$ cat src/rtl/harmonic_accumulator_pkg.sv
// Shared types, default widths and the output saturation helper for the
// harmonic accumulator slice.
package harmonic_accumulator_pkg;

    localparam int DIV_BIT    = 8;
    localparam int SAMPLE_BIT = 16;
    localparam int OUT_BIT    = 16;
    localparam int HARM_BIT   = 7;
    localparam int ACC_BIT    = 32;

    typedef enum logic [2:0] {
        ST_IDLE    = 3'd0,
        ST_RESTART = 3'd1,
        ST_REQ     = 3'd2,
        ST_GAP     = 3'd3,
        ST_WAIT    = 3'd4,
        ST_MAC     = 3'd5,
        ST_DONE    = 3'd6
    } state_e;

    // Clamp a sign-extended value into the signed range of an out_bit-wide word.
    function automatic logic signed [63:0] saturate(input logic signed [63:0] value,
                                                    input int out_bit);
        logic signed [63:0] max_v;
        logic signed [63:0] min_v;
        logic signed [63:0] res;
        max_v = (64'sd1 <<< (out_bit - 1)) - 64'sd1;
        min_v = -(64'sd1 <<< (out_bit - 1));
        if (value > max_v) begin
            res = max_v;
        end else if (value < min_v) begin
            res = min_v;
        end else begin
            res = value;
        end
        return res;
    endfunction

endpackage

$ cat src/rtl/harmonic_accumulator_if.sv
// Handshake bundle between the harmonic accumulator and its neighbours:
// sample control, scale multiplier, wavetable lookup and output stage.
interface harmonic_accumulator_if #(
    parameter int DIV_BIT    = 8,
    parameter int SAMPLE_BIT = 16,
    parameter int OUT_BIT    = 16,
    parameter int HARM_BIT   = 7
);
    logic                  i_Sample_Start;
    logic [HARM_BIT-1:0]   i_Harmonic_Count;
    logic                  o_Scale_Restart;
    logic                  o_Scale_Start;
    logic [DIV_BIT-1:0]    i_Mult;
    logic                  i_Mult_Ready;
    logic                  o_Sine_Req;
    logic [HARM_BIT-1:0]   o_Harmonic;
    logic [SAMPLE_BIT-1:0] i_Sine;
    logic                  i_Sine_Valid;
    logic [OUT_BIT-1:0]    o_Sample;
    logic                  o_Sample_Valid;
    logic                  o_Busy;
    logic                  o_Overrun;

    modport slave (
        input  i_Sample_Start, i_Harmonic_Count, i_Mult, i_Mult_Ready, i_Sine, i_Sine_Valid,
        output o_Scale_Restart, o_Scale_Start, o_Sine_Req, o_Harmonic,
               o_Sample, o_Sample_Valid, o_Busy, o_Overrun
    );

    modport master (
        output i_Sample_Start, i_Harmonic_Count, i_Mult, i_Mult_Ready, i_Sine, i_Sine_Valid,
        input  o_Scale_Restart, o_Scale_Start, o_Sine_Req, o_Harmonic,
               o_Sample, o_Sample_Valid, o_Busy, o_Overrun
    );
endinterface

$ cat src/rtl/harmonic_accumulator_mac.sv
// Signed x unsigned multiply-accumulate with a floor-shifted, saturated
// output register that is loaded from the post-update accumulator value.
module harmonic_mac #(
    parameter int DIV_BIT    = 8,
    parameter int SAMPLE_BIT = 16,
    parameter int OUT_BIT    = 16,
    parameter int ACC_BIT    = 32
) (
    input  logic                         i_Clock,
    input  logic                         i_Reset_N,
    input  logic                         i_Clear,
    input  logic                         i_Enable,
    input  logic                         i_Load,
    input  logic signed [SAMPLE_BIT-1:0] i_Sine,
    input  logic        [DIV_BIT-1:0]    i_Mult,
    output logic signed [OUT_BIT-1:0]    o_Sample
);
    import harmonic_accumulator_pkg::*;

    logic signed [ACC_BIT-1:0] acc_q, acc_d;
    logic signed [ACC_BIT-1:0] sine_ext_s, mult_ext_s, shifted_s;
    logic signed [63:0]        sat_s;
    logic signed [OUT_BIT-1:0] sample_q, sample_d;

    // Next accumulator and output value; the output sees this cycle's partial.
    always_comb begin
        sine_ext_s = ACC_BIT'(i_Sine);
        mult_ext_s = ACC_BIT'({1'b0, i_Mult});
        if (i_Clear) begin
            acc_d = '0;
        end else if (i_Enable) begin
            acc_d = acc_q + sine_ext_s * mult_ext_s;
        end else begin
            acc_d = acc_q;
        end
        shifted_s = acc_d >>> DIV_BIT;
        sat_s     = saturate(64'(shifted_s), OUT_BIT);
        if (i_Load) begin
            sample_d = OUT_BIT'(sat_s);
        end else begin
            sample_d = sample_q;
        end
    end

    // Accumulator and held output sample.
    always_ff @(posedge i_Clock or negedge i_Reset_N) begin
        if (!i_Reset_N) begin
            acc_q    <= '0;
            sample_q <= '0;
        end else begin
            acc_q    <= acc_d;
            sample_q <= sample_d;
        end
    end

    assign o_Sample = sample_q;

endmodule

$ cat src/rtl/harmonic_accumulator.sv
// Sequences one output sample: requests a multiple and a sine value per
// harmonic, accumulates the partials and emits the saturated result.
module harmonic_accumulator #(
    parameter int DIV_BIT    = harmonic_accumulator_pkg::DIV_BIT,
    parameter int SAMPLE_BIT = harmonic_accumulator_pkg::SAMPLE_BIT,
    parameter int OUT_BIT    = harmonic_accumulator_pkg::OUT_BIT,
    parameter int HARM_BIT   = harmonic_accumulator_pkg::HARM_BIT,
    parameter int ACC_BIT    = harmonic_accumulator_pkg::ACC_BIT
) (
    input  logic                   i_Clock,
    input  logic                   i_Reset_N,
    harmonic_accumulator_if.slave  bus
);
    import harmonic_accumulator_pkg::*;

    state_e                state_q, state_d;
    logic [HARM_BIT-1:0]   count_q, count_d;
    logic [HARM_BIT-1:0]   index_q, index_d;
    logic [SAMPLE_BIT-1:0] sine_q, sine_d;
    logic [DIV_BIT-1:0]    mult_q, mult_d;
    logic                  sine_flag_q, sine_flag_d;
    logic                  mult_flag_q, mult_flag_d;
    logic                  scale_restart_q, scale_restart_d;
    logic                  scale_start_q, scale_start_d;
    logic                  sine_req_q, sine_req_d;
    logic                  sample_valid_q, sample_valid_d;
    logic                  busy_q, busy_d;
    logic                  overrun_q, overrun_d;
    logic                  acc_clear_s, acc_en_s, out_load_s;
    logic [OUT_BIT-1:0]    sample_s;

    // Sequencer next state; outputs are computed for the state being entered.
    always_comb begin
        state_d         = state_q;
        count_d         = count_q;
        index_d         = index_q;
        sine_d          = sine_q;
        mult_d          = mult_q;
        sine_flag_d     = sine_flag_q;
        mult_flag_d     = mult_flag_q;
        busy_d          = busy_q;
        scale_restart_d = 1'b0;
        scale_start_d   = 1'b0;
        sine_req_d      = 1'b0;
        sample_valid_d  = 1'b0;
        overrun_d       = 1'b0;
        acc_clear_s     = 1'b0;
        acc_en_s        = 1'b0;
        out_load_s      = 1'b0;
        if (bus.i_Sample_Start) begin
            // A start outside IDLE abandons the current sum without a result.
            overrun_d       = (state_q != ST_IDLE);
            count_d         = bus.i_Harmonic_Count;
            index_d         = '0;
            sine_flag_d     = 1'b0;
            mult_flag_d     = 1'b0;
            acc_clear_s     = 1'b1;
            busy_d          = 1'b1;
            scale_restart_d = 1'b1;
            state_d         = ST_RESTART;
        end else begin
            case (state_q)
                ST_IDLE: begin
                    state_d = ST_IDLE;
                end
                ST_RESTART: begin
                    if (count_q == '0) begin
                        out_load_s     = 1'b1;
                        sample_valid_d = 1'b1;
                        busy_d         = 1'b0;
                        state_d        = ST_DONE;
                    end else begin
                        scale_start_d = 1'b1;
                        sine_req_d    = 1'b1;
                        state_d       = ST_REQ;
                    end
                end
                ST_REQ: begin
                    sine_flag_d = 1'b0;
                    mult_flag_d = 1'b0;
                    state_d     = ST_GAP;
                end
                ST_GAP, ST_WAIT: begin
                    if (bus.i_Sine_Valid) begin
                        sine_d      = bus.i_Sine;
                        sine_flag_d = 1'b1;
                    end else begin
                        sine_flag_d = sine_flag_q;
                    end
                    // Ready is stale during GAP, so the multiple is only taken in WAIT.
                    if ((state_q == ST_WAIT) && bus.i_Mult_Ready) begin
                        mult_d      = bus.i_Mult;
                        mult_flag_d = 1'b1;
                    end else begin
                        mult_flag_d = mult_flag_q;
                    end
                    if (state_q == ST_GAP) begin
                        state_d = ST_WAIT;
                    end else if (sine_flag_d && mult_flag_d) begin
                        state_d = ST_MAC;
                    end else begin
                        state_d = ST_WAIT;
                    end
                end
                ST_MAC: begin
                    acc_en_s = 1'b1;
                    index_d  = index_q + HARM_BIT'(1);
                    if (index_d == count_q) begin
                        out_load_s     = 1'b1;
                        sample_valid_d = 1'b1;
                        busy_d         = 1'b0;
                        state_d        = ST_DONE;
                    end else begin
                        scale_start_d = 1'b1;
                        sine_req_d    = 1'b1;
                        state_d       = ST_REQ;
                    end
                end
                ST_DONE: begin
                    state_d = ST_IDLE;
                end
                default: begin
                    busy_d  = 1'b0;
                    state_d = ST_IDLE;
                end
            endcase
        end
    end

    // Sequencer state and registered handshake outputs.
    always_ff @(posedge i_Clock or negedge i_Reset_N) begin
        if (!i_Reset_N) begin
            state_q         <= ST_IDLE;
            count_q         <= '0;
            index_q         <= '0;
            sine_q          <= '0;
            mult_q          <= '0;
            sine_flag_q     <= 1'b0;
            mult_flag_q     <= 1'b0;
            scale_restart_q <= 1'b0;
            scale_start_q   <= 1'b0;
            sine_req_q      <= 1'b0;
            sample_valid_q  <= 1'b0;
            busy_q          <= 1'b0;
            overrun_q       <= 1'b0;
        end else begin
            state_q         <= state_d;
            count_q         <= count_d;
            index_q         <= index_d;
            sine_q          <= sine_d;
            mult_q          <= mult_d;
            sine_flag_q     <= sine_flag_d;
            mult_flag_q     <= mult_flag_d;
            scale_restart_q <= scale_restart_d;
            scale_start_q   <= scale_start_d;
            sine_req_q      <= sine_req_d;
            sample_valid_q  <= sample_valid_d;
            busy_q          <= busy_d;
            overrun_q       <= overrun_d;
        end
    end

    harmonic_mac #(
        .DIV_BIT    (DIV_BIT),
        .SAMPLE_BIT (SAMPLE_BIT),
        .OUT_BIT    (OUT_BIT),
        .ACC_BIT    (ACC_BIT)
    ) u_mac (
        .i_Clock   (i_Clock),
        .i_Reset_N (i_Reset_N),
        .i_Clear   (acc_clear_s),
        .i_Enable  (acc_en_s),
        .i_Load    (out_load_s),
        .i_Sine    ($signed(sine_q)),
        .i_Mult    (mult_q),
        .o_Sample  (sample_s)
    );

    assign bus.o_Scale_Restart = scale_restart_q;
    assign bus.o_Scale_Start   = scale_start_q;
    assign bus.o_Sine_Req      = sine_req_q;
    assign bus.o_Harmonic      = index_q;
    assign bus.o_Sample        = sample_s;
    assign bus.o_Sample_Valid  = sample_valid_q;
    assign bus.o_Busy          = busy_q;
    assign bus.o_Overrun       = overrun_q;

endmodule

$ cat src/flat_wrapper.sv
// flat-port wrapper written by rule: the top's interface ports become plain ports
module harmonic_accumulator_flat import harmonic_accumulator_pkg::*;
#(
    parameter int DIV_BIT    = harmonic_accumulator_pkg::DIV_BIT,
    parameter int SAMPLE_BIT = harmonic_accumulator_pkg::SAMPLE_BIT,
    parameter int OUT_BIT    = harmonic_accumulator_pkg::OUT_BIT,
    parameter int HARM_BIT   = harmonic_accumulator_pkg::HARM_BIT,
    parameter int ACC_BIT    = harmonic_accumulator_pkg::ACC_BIT
)
  (i_Clock, i_Reset_N, bus_i_Sample_Start, bus_i_Harmonic_Count, bus_i_Mult, bus_i_Mult_Ready, bus_i_Sine, bus_i_Sine_Valid, bus_o_Scale_Restart, bus_o_Scale_Start, bus_o_Sine_Req, bus_o_Harmonic, bus_o_Sample, bus_o_Sample_Valid, bus_o_Busy, bus_o_Overrun);
  harmonic_accumulator_if #(.DIV_BIT(DIV_BIT), .SAMPLE_BIT(SAMPLE_BIT), .OUT_BIT(OUT_BIT), .HARM_BIT(HARM_BIT)) bus_i ();
  input  logic i_Clock;
  input  logic i_Reset_N;
  input wire logic [$bits(bus_i.i_Sample_Start)-1:0] bus_i_Sample_Start;
  input wire logic [$bits(bus_i.i_Harmonic_Count)-1:0] bus_i_Harmonic_Count;
  input wire logic [$bits(bus_i.i_Mult)-1:0] bus_i_Mult;
  input wire logic [$bits(bus_i.i_Mult_Ready)-1:0] bus_i_Mult_Ready;
  input wire logic [$bits(bus_i.i_Sine)-1:0] bus_i_Sine;
  input wire logic [$bits(bus_i.i_Sine_Valid)-1:0] bus_i_Sine_Valid;
  output wire logic [$bits(bus_i.o_Scale_Restart)-1:0] bus_o_Scale_Restart;
  output wire logic [$bits(bus_i.o_Scale_Start)-1:0] bus_o_Scale_Start;
  output wire logic [$bits(bus_i.o_Sine_Req)-1:0] bus_o_Sine_Req;
  output wire logic [$bits(bus_i.o_Harmonic)-1:0] bus_o_Harmonic;
  output wire logic [$bits(bus_i.o_Sample)-1:0] bus_o_Sample;
  output wire logic [$bits(bus_i.o_Sample_Valid)-1:0] bus_o_Sample_Valid;
  output wire logic [$bits(bus_i.o_Busy)-1:0] bus_o_Busy;
  output wire logic [$bits(bus_i.o_Overrun)-1:0] bus_o_Overrun;
  assign bus_i.i_Sample_Start = bus_i_Sample_Start;
  assign bus_i.i_Harmonic_Count = bus_i_Harmonic_Count;
  assign bus_i.i_Mult = bus_i_Mult;
  assign bus_i.i_Mult_Ready = bus_i_Mult_Ready;
  assign bus_i.i_Sine = bus_i_Sine;
  assign bus_i.i_Sine_Valid = bus_i_Sine_Valid;
  assign bus_o_Scale_Restart = bus_i.o_Scale_Restart;
  assign bus_o_Scale_Start = bus_i.o_Scale_Start;
  assign bus_o_Sine_Req = bus_i.o_Sine_Req;
  assign bus_o_Harmonic = bus_i.o_Harmonic;
  assign bus_o_Sample = bus_i.o_Sample;
  assign bus_o_Sample_Valid = bus_i.o_Sample_Valid;
  assign bus_o_Busy = bus_i.o_Busy;
  assign bus_o_Overrun = bus_i.o_Overrun;
  harmonic_accumulator #(.DIV_BIT(DIV_BIT), .SAMPLE_BIT(SAMPLE_BIT), .OUT_BIT(OUT_BIT), .HARM_BIT(HARM_BIT), .ACC_BIT(ACC_BIT)) u_core (.i_Clock(i_Clock), .i_Reset_N(i_Reset_N), .bus(bus_i));
endmodule
$ cat config.mk
export PLATFORM = sky130hd
export DESIGN_NAME = harmonic_accumulator_flat
export DESIGN_NICKNAME = d
export VERILOG_FILES = /design/src/rtl/harmonic_accumulator_pkg.sv /design/src/rtl/harmonic_accumulator_if.sv /design/src/rtl/harmonic_accumulator_mac.sv /design/src/rtl/harmonic_accumulator.sv /design/src/flat_wrapper.sv
export SDC_FILE = /design/constraint.sdc
export NUM_CORES = 1
export LEC_CHECK = 0
export ABC_CLOCK_PERIOD_IN_PS = 6900
export BUFFER_PORTS_ARGS = -buffer_cell sky130_fd_sc_hd__buf_2
export CAP_MARGIN = 20
export CORE_ASPECT_RATIO = 1.25
export CORE_MARGIN = 2
export CORE_UTILIZATION = 57
export DETAILED_ROUTE_END_ITERATION = 8
export PLACE_DENSITY = 0.78
export SLEW_MARGIN = 20
export SYNTH_ARGS = -nofsm -noshare
export SYNTH_HDL_FRONTEND = slang
export SYNTH_SLANG_ARGS = --single-unit
$ cat constraint.sdc
create_clock -name i_Clock -period 6.9 [get_ports i_Clock]
set_input_delay 0.69 -clock i_Clock [delete_from_list [all_inputs] [get_ports i_Clock]]
set_output_delay 0.69 -clock i_Clock [all_outputs]
set_load 0.05 [all_outputs]
# After elaboration in Yosys (flattened, before gate mapping)
# Cells that the tools add are included.
op_classes:
  add_sub_neg: 2
  n_mul: 1
  div: 0
  magnitude_cmp: 2
  eq_ne: 10
  shift: 0
  n_mux: 38
  n_bitwise: 1
  reduce_logical: 13
ops:
  columns: ["operator", "n"]
  rows:
  - ["2-to-1 mux 32 bit", 2]
  - ["adder 32 bit", 1]
  - ["2-to-1 mux 16 bit", 2]
  - ["multiplier 16 x 9 -> 25 bit", 1]
  - ["> comparator 24 x 16 -> 1 bit, second input constant", 1]
  - ["< comparator 24 x 16 -> 1 bit, second input constant", 1]
  - ["2-to-1 mux 1 bit", 22]
  - ["2-to-1 mux 7 bit", 2]
  - ["2-to-1 mux 3 bit", 4]
  - ["case mux 3 bit (4 select lines)", 1]
  - ["== test 3 bit, second input constant", 3]
  - ["AND reduction 3 bit", 3]
  - ["case mux 1 bit (2 select lines)", 4]
  - ["adder 7 x 1 -> 7 bit, second input constant", 1]
  - ["== test 7 bit", 1]
  - ["zero test 7 bit", 1]
  - ["== test 3 x 2 -> 1 bit, second input constant", 2]
  - ["inequality test 3 x 2 -> 1 bit, second input constant", 2]
  - ["nonzero test 3 bit", 2]
  - ["OR reduction 5 bit", 1]
  - ["nonzero test 2 bit", 2]
  - ["== test 3 x 1 -> 1 bit, second input constant", 1]
  - ["zero test 3 bit", 1]
  - ["case mux 1 bit (3 select lines)", 1]
  - ["other kinds (4)", 5]
totals:
  reg_bits: 96
  latchBits: 0
  mem_bits_rw: 0
  rom_bits: 0
  inputBits: 36
  out_inout_bits: 29
  elab_cells: 82
  mem_count: 0

# Logic depth before layout (Yosys ltp)
# Gate-level depths: netlist of run 1.
depth:
  depth_word: 10
  ltp_mapped: 33
  depth_no_buf: 31

# Cells and area by module
# Synthesis of run 1 repeated with hierarchy kept, for this count alone.
hier_totals:
  cells_unflattened: 1130
  area_unflattened_um2: 10448.8
by_module_without_submodules:
  columns: ["module", "n_inst", "cells_per_inst", "area_per_inst_um2", "seq_area_each_um2"]
  rows:
  - ["harmonic_mac", 1, 944, 8264.2, 1201.2]
  - ["harmonic_accumulator", 1, 186, 2184.6, 1201.2]

# Worst setup path after synthesis of run 1
# OpenSTA, ideal clock, no wires.
synth_timing:
  kind: "register to register"
  startpoint: "reg u_core.mult_q[2]"
  endpoint: "reg u_core.u_mac.sample_q[10], in the netlist u_core.u_mac.o_Sample[10]"
  setup_ns: 0.129
  arrival_time_ns: 7.184
  required_ns: 6.771
  slack_ns: -0.413
  path_stages_with_launch: 32
  path_buffers: 2
  synth_period_minus_slack_ns: 7.313
  cell_sequence: "dfrtp_1 -> clkbuf_1 -> nand2_1 -> fa_1 -> inv_1 -> fa_1 -> fa_1 -> inv_1 -> fa_1 -> inv_1 -> ha_1 -> a21o_1 -> a21oi_1 -> a2bb2oi_1 -> o21ai_0 -> nor2_1 -> o21ai_0 -> a21oi_1 -> o21bai_1 -> a21oi_1 -> xnor2_1 -> ha_1 -> a21o_1 -> a21oi_1 -> nand3b_1 -> o31ai_1 -> mux2_2 -> a21o_1 -> or3_4 -> o221ai_4 -> buf_6 -> o22ai_1"
synth_between:
  elab_chain_len: 7
  elab_cells_between_ends: 8
  cone_classes: "add/sub (1); mul (1); order compare (2); mux (4)"
synth_lines:
  columns: ["item", "line", "source"]
  rows:
  - ["from (decl)", "harmonic_accumulator.sv:20", "logic [DIV_BIT-1:0] mult_q, mult_d;"]
  - ["from (signal assigned)", "harmonic_accumulator.sv:151", "mult_q <= mult_d;"]
  - ["multiplier 16 x 9 -> 25 bit (*)", "harmonic_accumulator_mac.sv:32", "acc_d = acc_q + sine_ext_s * mult_ext_s;"]
  - ["adder 32 bit (*)", "harmonic_accumulator_mac.sv:32", null]
  - ["2-to-1 mux 32 bit (*)", "harmonic_accumulator_mac.sv:31", "end else if (i_Enable) begin"]
  - ["2-to-1 mux 32 bit (*)", "harmonic_accumulator_mac.sv:29", "if (i_Clear) begin"]
  - ["via u_core.u_mac.acc_d[29]", "harmonic_accumulator_mac.sv:20", "logic signed [ACC_BIT-1:0] acc_q, acc_d;"]
  - ["< comparator 24 x 16 -> 1 bit", "harmonic_accumulator_pkg.sv:31", "end else if (value < min_v) begin"]
  - ["2-to-1 mux 16 bit", "harmonic_accumulator_pkg.sv:31", null]
  - ["2-to-1 mux 16 bit (*)", "harmonic_accumulator_pkg.sv:29", "if (value > max_v) begin"]
  - ["to (signal assigned)", "harmonic_accumulator_mac.sv:52", "sample_q <= sample_d;"]
  - ["to (decl)", "harmonic_accumulator_mac.sv:23", "logic signed [OUT_BIT-1:0] sample_q, sample_d;"]
# The timed path passes the listed nets; every way through them passes the cells marked *. The select of a mux whose other input is x is not followed.
# A chain may end at the register's enable or synchronous reset.

# Worst setup path after layout of run 1
layout_timing:
  startpoint: "reg u_core.mult_q[1]"
  endpoint: "reg u_core.u_mac.sample_q[5], in the netlist u_core.u_mac.o_Sample[5]"
# Same word-level chain as after synthesis.

==> results of run 1 <==
metrics by stage:
step | cell area (µm²) | TNS [ps]
after floorplan | 10700 | 0
after global placement | 12400 | -5890
after detailed placement | 12400 | -7460
after CTS | 13300 | -4170
after global routing | 13700 | -11510
final | 13700 | -8800
synth_stat cells, types with 7 or more instances:
library cell	count	share of area, %
xor2_1	11	0.91
inv_1	166	5.9
ha_1	83	9.8
nor2_1	59	2.1
o22ai_1	16	0.95
nand4_1	7	0.41
and2_1	77	4.6
a31oi_1	13	0.77
o21ai_0	50	2.4
clkbuf_1	32	1.1
nor3_1	22	1.0
a21o_1	20	1.4
mux2_2	32	3.4
dfrtp_1	96	23
or3_1	8	0.47
xnor2_1	37	3.1
nand3_1	34	1.6
nand2b_1	7	0.41
a211oi_1	7	0.50
a21oi_1	74	3.5
nand2_1	122	4.3
o21a_1	13	0.92
o211ai_1	13	0.92
o21bai_1	7	0.50
fa_1	103	20
power by group through the flow:
stage                     sequential, mW  combinational [mW]  clock [mW]
after floorplan                    0.865                2.31           0
after global placement             0.803                3.65           0
after detailed placement           0.804                3.74           0
after CTS                          0.796                4.04       0.539
after global routing               0.821                4.90       0.561
final                              0.812                4.49       0.533
kinds of logic (layout without fill, tap and decap cells):
kind of cell	after synthesis	after routing
adders and majority gates	186	186
xor gates and xnor gates	48	48
buffers and inverters	211	475
muxes	32	32
AOI/OAI and AO/OA	250	250
DFF	96	96
and+or+nand+nor	368	368
worst max-delay path, delay by kind of cell, from the launching register on:
family / cells / cell delay [ps]
fa+ha+maj: 6 / 2720
xor+xnor: 1 / 250
compound gates: 8 / 1870
simple gates: 5 / 990
buf+inv: 8 / 1000
flops: 1 / 480
path summary, 6_finish.rpt:
kind | from | end | slack [ps] | depth (start not counted)
max | u_core.mult_q[1] | u_core.u_mac.o_Sample[5] | -580 | 28
max reg2reg | u_core.mult_q[1] | u_core.u_mac.o_Sample[5] | -580 | 28
min in group i_Clock | u_core.bus.o_Busy | u_core.bus.o_Busy | 500 | 2
min reg2reg | u_core.bus.o_Busy | u_core.bus.o_Busy | 500 | 2
max in group asynchronous | i_Reset_N | u_core.u_mac.acc_q[27] | 5430 | 2
min | i_Reset_N | u_core.bus.o_Harmonic[6] | 310 | 1
layout make-up:
type	instances	area (µm²)	area share, %
flip-flops and latches	96	2420	17.7
clock buffers	9	225	1.65
repair buffers	292	2160	15.8
multi-input cells	884	7870	57.6
clock inverters	7	86.3	0.631
well taps	228	285	2.09
inverters	167	627	4.58
state kept, by name, summed over array words and instances (netlist names):
| signal | count |
|---|---|
| u_core.u_mac.acc_q | 32 |
| u_core.sine_q | 16 |
| u_core.u_mac.o_Sample | 16 |
| u_core.mult_q | 8 |
| u_core.bus.o_Harmonic | 7 |
| u_core.count_q | 7 |
| u_core.state_q | 3 |
| u_core.bus.o_Busy | 1 |
| u_core.bus.o_Overrun | 1 |
| u_core.bus.o_Sample_Valid | 1 |
| u_core.bus.o_Scale_Restart | 1 |
| u_core.bus.o_Scale_Start | 1 |
| u_core.mult_flag_q | 1 |
| u_core.sine_flag_q | 1 |
routing by layer:
metal	vias up	routed length [µm]	GRT usage (%)
met3	143	1490	3.93
met5	-	0	0
li1	4500	-	-
met4	0	1640	13.7
met2	394	15000	52.7
met1	4720	12000	38.2
timing repair:
action / CTS / global route
endpoints found under the setup margin: 16 / 19
resized for setup: 70 / 54
pin swaps: 35 / 53
setup buffers: 45 / 17
cloned: 1 / 0
==> results_dict.tcl, run 1 <==
set metrics [dict create \
    comb_power_share_pct 77.0 \
    total_power_mw 5.84 \
    placement_rows 55 \
    slowest_stage "fa_1" \
    synth_simple_gate_area_share_pct 17.3 \
    synthAdderAreaFrac_pct 29.3 \
    ys_warn_count 0 \
    syn_area_per_cell_um2 8.87 \
    cpMostUsedCell "fa_1" \
    num_vias 9757 \
    port_buffers 64 \
    place.gp.congestion 0.961 \
    synth_xor_area_share_pct 3.98 \
    antenna-diode-count 0 \
    path_max_fanout 7 \
    grt_pass1_wl_mm 48.5 \
    finalMaxSlewViolations 0 \
    ir_worst_vdd_v 0.000312 \
    io_pins 65 \
    totalWireLength_mm 30.2 \
    die_x_um 126 \
    p_int_mw 3.05 \
    postSynthCellCount 1191 \
    dr.pass1.iters 5 \
    grt_remaining_overflow 0 \
    clock_power_share_pct 9.1 \
    nNetsFinal 1672 \
    p_seq_share_pct 13.9 \
    ys_ff_latch 96 \
    cts_tree "built" \
    clk_pin_slew_ps 80 \
    grt_pass1_vias 10027 \
    synth_compound_area_share_pct 15.5 \
    synth_top_family_by_area "adder cells" \
    slew_headroom_pct 35.6 \
    max_slew.worst_pin.slew_ps 963 \
    endpoint_kind "register" \
    cts_hold_buf 0 \
    switching_share_pct 47.7 \
    ctsLongestPathBuffers 2 \
    slowest_delay_ps 570 \
    fin_hold_ws_ps 305 \
    status "complete, but fails checks" \
    die_y_um 156 \
    viasPerCell 5.80 \
    synth_edf_count 0 \
    final_antenna_net_count 0 \
    finClkSkew_ps 9.19 \
    yosys-mux-area-fraction_pct 3.41 \
    timing.final.crit_share_pct 108 \
    async_flop_share_pct 100 \
    clk_latency_ps 360 \
    synth_fp_nets 1413 \
    startpoint_type "register" \
    grt_setup_unrepaired "true" \
    path_class "reg2reg" \
    fin_cells 1683 \
    hpwl_mm 20.1 \
    final_cell_mix "208 x buf_4, 153 x inv_1, 108 x nand2_1" \
    yosysUniqueCellTypes 72 \
    violations "setup timing" \
    first_iter_violations 772 \
    required_ps 7130 \
    power_density_mw_per_mm2 427 \
    filler_cell_count 1214 \
    cap_violations 0 \
    route.detailed.drc 0 \
    wire_per_inst_um 18.0 \
    grt_max_degree 62 \
    p_leak_nw 6.87 \
    fin_ws_ps -579 \
    max_freq_mhz 134 \
    dp_cells 1604 \
    start_util_pct 58.2 \
    setup-violations-final 16 \
    hold_path_class "in2async" \
    finalCriticalPeriod_ps 7480 \
    antenna_found_initial 0 \
    ys.flop_type "dfrtp_1" \
    cp.arrival_ps 7710 \
    ys_seq_area_share_pct 22.7 \
    post-route-util_pct 75.3 \
    numCtsBuffers 9 \
    mostFrequentLayoutCell "buf_4" \
    syn_to_final_growth_pct 29.4 \
    cts.sinks 96 \
    core_mm2 0.0182 \
    synth_area_mm2 0.0106 \
    detailedPlace.worstSlack_ps -523 \
    track_usage_pct 30.4 \
    dieArea_mm2 0.0197 \
    drive_gt1_share_pct 31.8 \
    cts_htree_levels 3 \
    switchingPower_mw 2.79 \
    hold_viol_final 0 \
    clock-root-buffer "clkbuf_16" \
]
No activity file was read; power rests on OpenSTA's default activity.
==> inputs of run 2 (changes only) <==
Settings changed: ABC_CLOCK_PERIOD_IN_PS 6900 to 6600.
Clock period 6.9 ns to 6.6 ns, I/O delays scaled along.
==> results_dict.tcl, run 2 (same netlist as run 1, synthesis figures left out) <==
set metrics [dict create \
    total_power_mw 6.48 \
    hold_path_class "in2async" \
    track_usage_pct 31.0 \
    slowest_stage "fa_1" \
    dp_cells 1631 \
    use_met2_pct 54.7 \
    final_antenna_net_count 0 \
    cap_violations 0 \
    grt_use_met3_pct 3.59 \
    final_cell_mix "227 x buf_4, 143 x inv_1, 104 x nand2_1" \
    regMostFlops "u_core.u_mac.acc_q" \
    violations "setup timing" \
    grtUsageMet1_pct 39.2 \
    drive_gt1_share_pct 35.5 \
    max_slew.worst_pin.slew_ps 924 \
    clk_latency_ps 380 \
    finClkSkew_ps 18.5 \
    nNetsFinal 1691 \
    design_area_mm2 0.0141 \
    required_ps 6830 \
    fin_cells 1702 \
    die_x_um 126 \
    clock-root-buffer "clkbuf_16" \
    hold_viol_final 0 \
    cts.sinks 96 \
    placed_area_mm2 0.0127 \
    switching_share_pct 48.2 \
    slowest_delay_ps 590 \
    grt_remaining_overflow 0 \
    p_int_mw 3.35 \
    ff2ff_path_depth 31 \
    grt_setup_unrepaired "true" \
    reg2reg_slack_ps -820 \
    mostFrequentLayoutCell "buf_4" \
    core_mm2 0.0182 \
    path_class "reg2reg" \
    grt_max_degree 60 \
    fin_tns_setup_ps -12200 \
    slew_headroom_pct 38.2 \
    antenna-diode-count 0 \
    r2r_end "u_core.u_mac.o_Sample[8]" \
    detailedPlace.worstSlack_ps -727 \
    hpwl_mm 20.6 \
    timing.final.crit_share_pct 112 \
    cpMostUsedCell "fa_1" \
    totalWireLength_mm 31.7 \
    power_density_mw_per_mm2 459 \
    cts_htree_levels 3 \
    io_pins 65 \
    reg2reg_from "u_core.mult_q[1]" \
    placement_rows 55 \
    grt-busiest-layer "met2" \
    numCtsBuffers 9 \
    finalMaxSlewViolations 0 \
    cts_tree "built" \
    dieArea_mm2 0.0197 \
    path_max_fanout 8 \
    max_freq_mhz 135 \
    dr.pass1.iters 5 \
    largest_reg_flops 32 \
    fin_ws_ps -824 \
    fin_hold_ws_ps 249 \
    p_leak_nw 7.06 \
    endpoint_kind "register" \
    cp.arrival_ps 7660 \
    start_util_pct 58.2 \
    grt_pass1_vias 10225 \
    syn_to_final_growth_pct 33.6 \
    first_iter_violations 764 \
    clk_pin_slew_ps 100 \
    post-route-util_pct 77.7 \
    place.gp.congestion 0.984 \
    finalCriticalPeriod_ps 7420 \
    grt_pass1_wl_mm 49.4 \
    wire_per_inst_um 18.6 \
    port_buffers 64 \
    route.detailed.drc 0 \
    switchingPower_mw 3.12 \
    antenna_found_initial 0 \
    p_seq_share_pct 13.1 \
    ir_worst_vdd_v 0.000279 \
    status "complete, but fails checks" \
    clock_power_share_pct 8.8 \
    setup-violations-final 17 \
    viasPerCell 5.85 \
    num_vias 9965 \
    startpoint_type "register" \
    die_y_um 156 \
    comb_power_share_pct 78.1 \
    ctsLongestPathBuffers 2 \
]
## run 2: power by group through the flow
stage	Sequential, mW	Combinational, mW	Clock (mW)
2_1_floorplan	0.911	2.55	0
3_3_place_gp	0.848	3.99	0
4_1_cts	0.830	4.51	0.575
5_1_grt	0.858	5.45	0.593
6_report	0.847	5.06	0.571
3_5_place_dp	0.849	4.08	0
## run 2: worst max-delay path by stage
stage,startpoint,slack (ps),depth (start not counted),to
floorplan,u_core.mult_q[2],-210,31,u_core.u_mac.o_Sample[10]
global placement,u_core.mult_q[1],-640,28,u_core.u_mac.o_Sample[3]
detailed placement,u_core.mult_q[1],-730,28,u_core.u_mac.o_Sample[12]
CTS,u_core.mult_q[0],-530,32,u_core.u_mac.o_Sample[10]
global route,u_core.mult_q[1],-1030,31,u_core.u_mac.o_Sample[8]
finish,u_core.mult_q[1],-820,31,u_core.u_mac.o_Sample[8]
## run 2: final cells by class
type                       instances  area, µm²
multi-input combinational        884       8130
fill                            1136       4050
sequential                        96       2420
timing repair buffer             311       2340
inverter                         167        629
tap                              228        285
clock buffer                       9        225
clock inverter                     7       96.3
## run 2: timing repair
| action | CTS | global route |
|---|---|---|
| endpoints found under the setup margin | 20 | 26 |
| setup buffers | 43 | 14 |
| pin swaps | 81 | 69 |
| hold buffers | 0 | 0 |
| gates resized for setup | 79 | 69 |
| gates cloned | 1 | 1 |
## run 2: routing by layer
layer | vias up | routed length, µm
met3 | 116 | 1470
met2 | 378 | 16200
met1 | 4929 | 12600
met4 | 0 | 1380
met5 | - | 0
li1 | 4542 | -
## run 2: worst max-delay path, delay by kind of cell (launching register included)
| kind | cells | cell delay, ps |
|---|---|---|
| buf+inv | 7 | 850 |
| compound gates | 9 | 1870 |
| xor+xnor | 1 | 270 |
| simple gates | 8 | 1350 |
| flops | 1 | 440 |
| fa+ha+maj | 6 | 2490 |
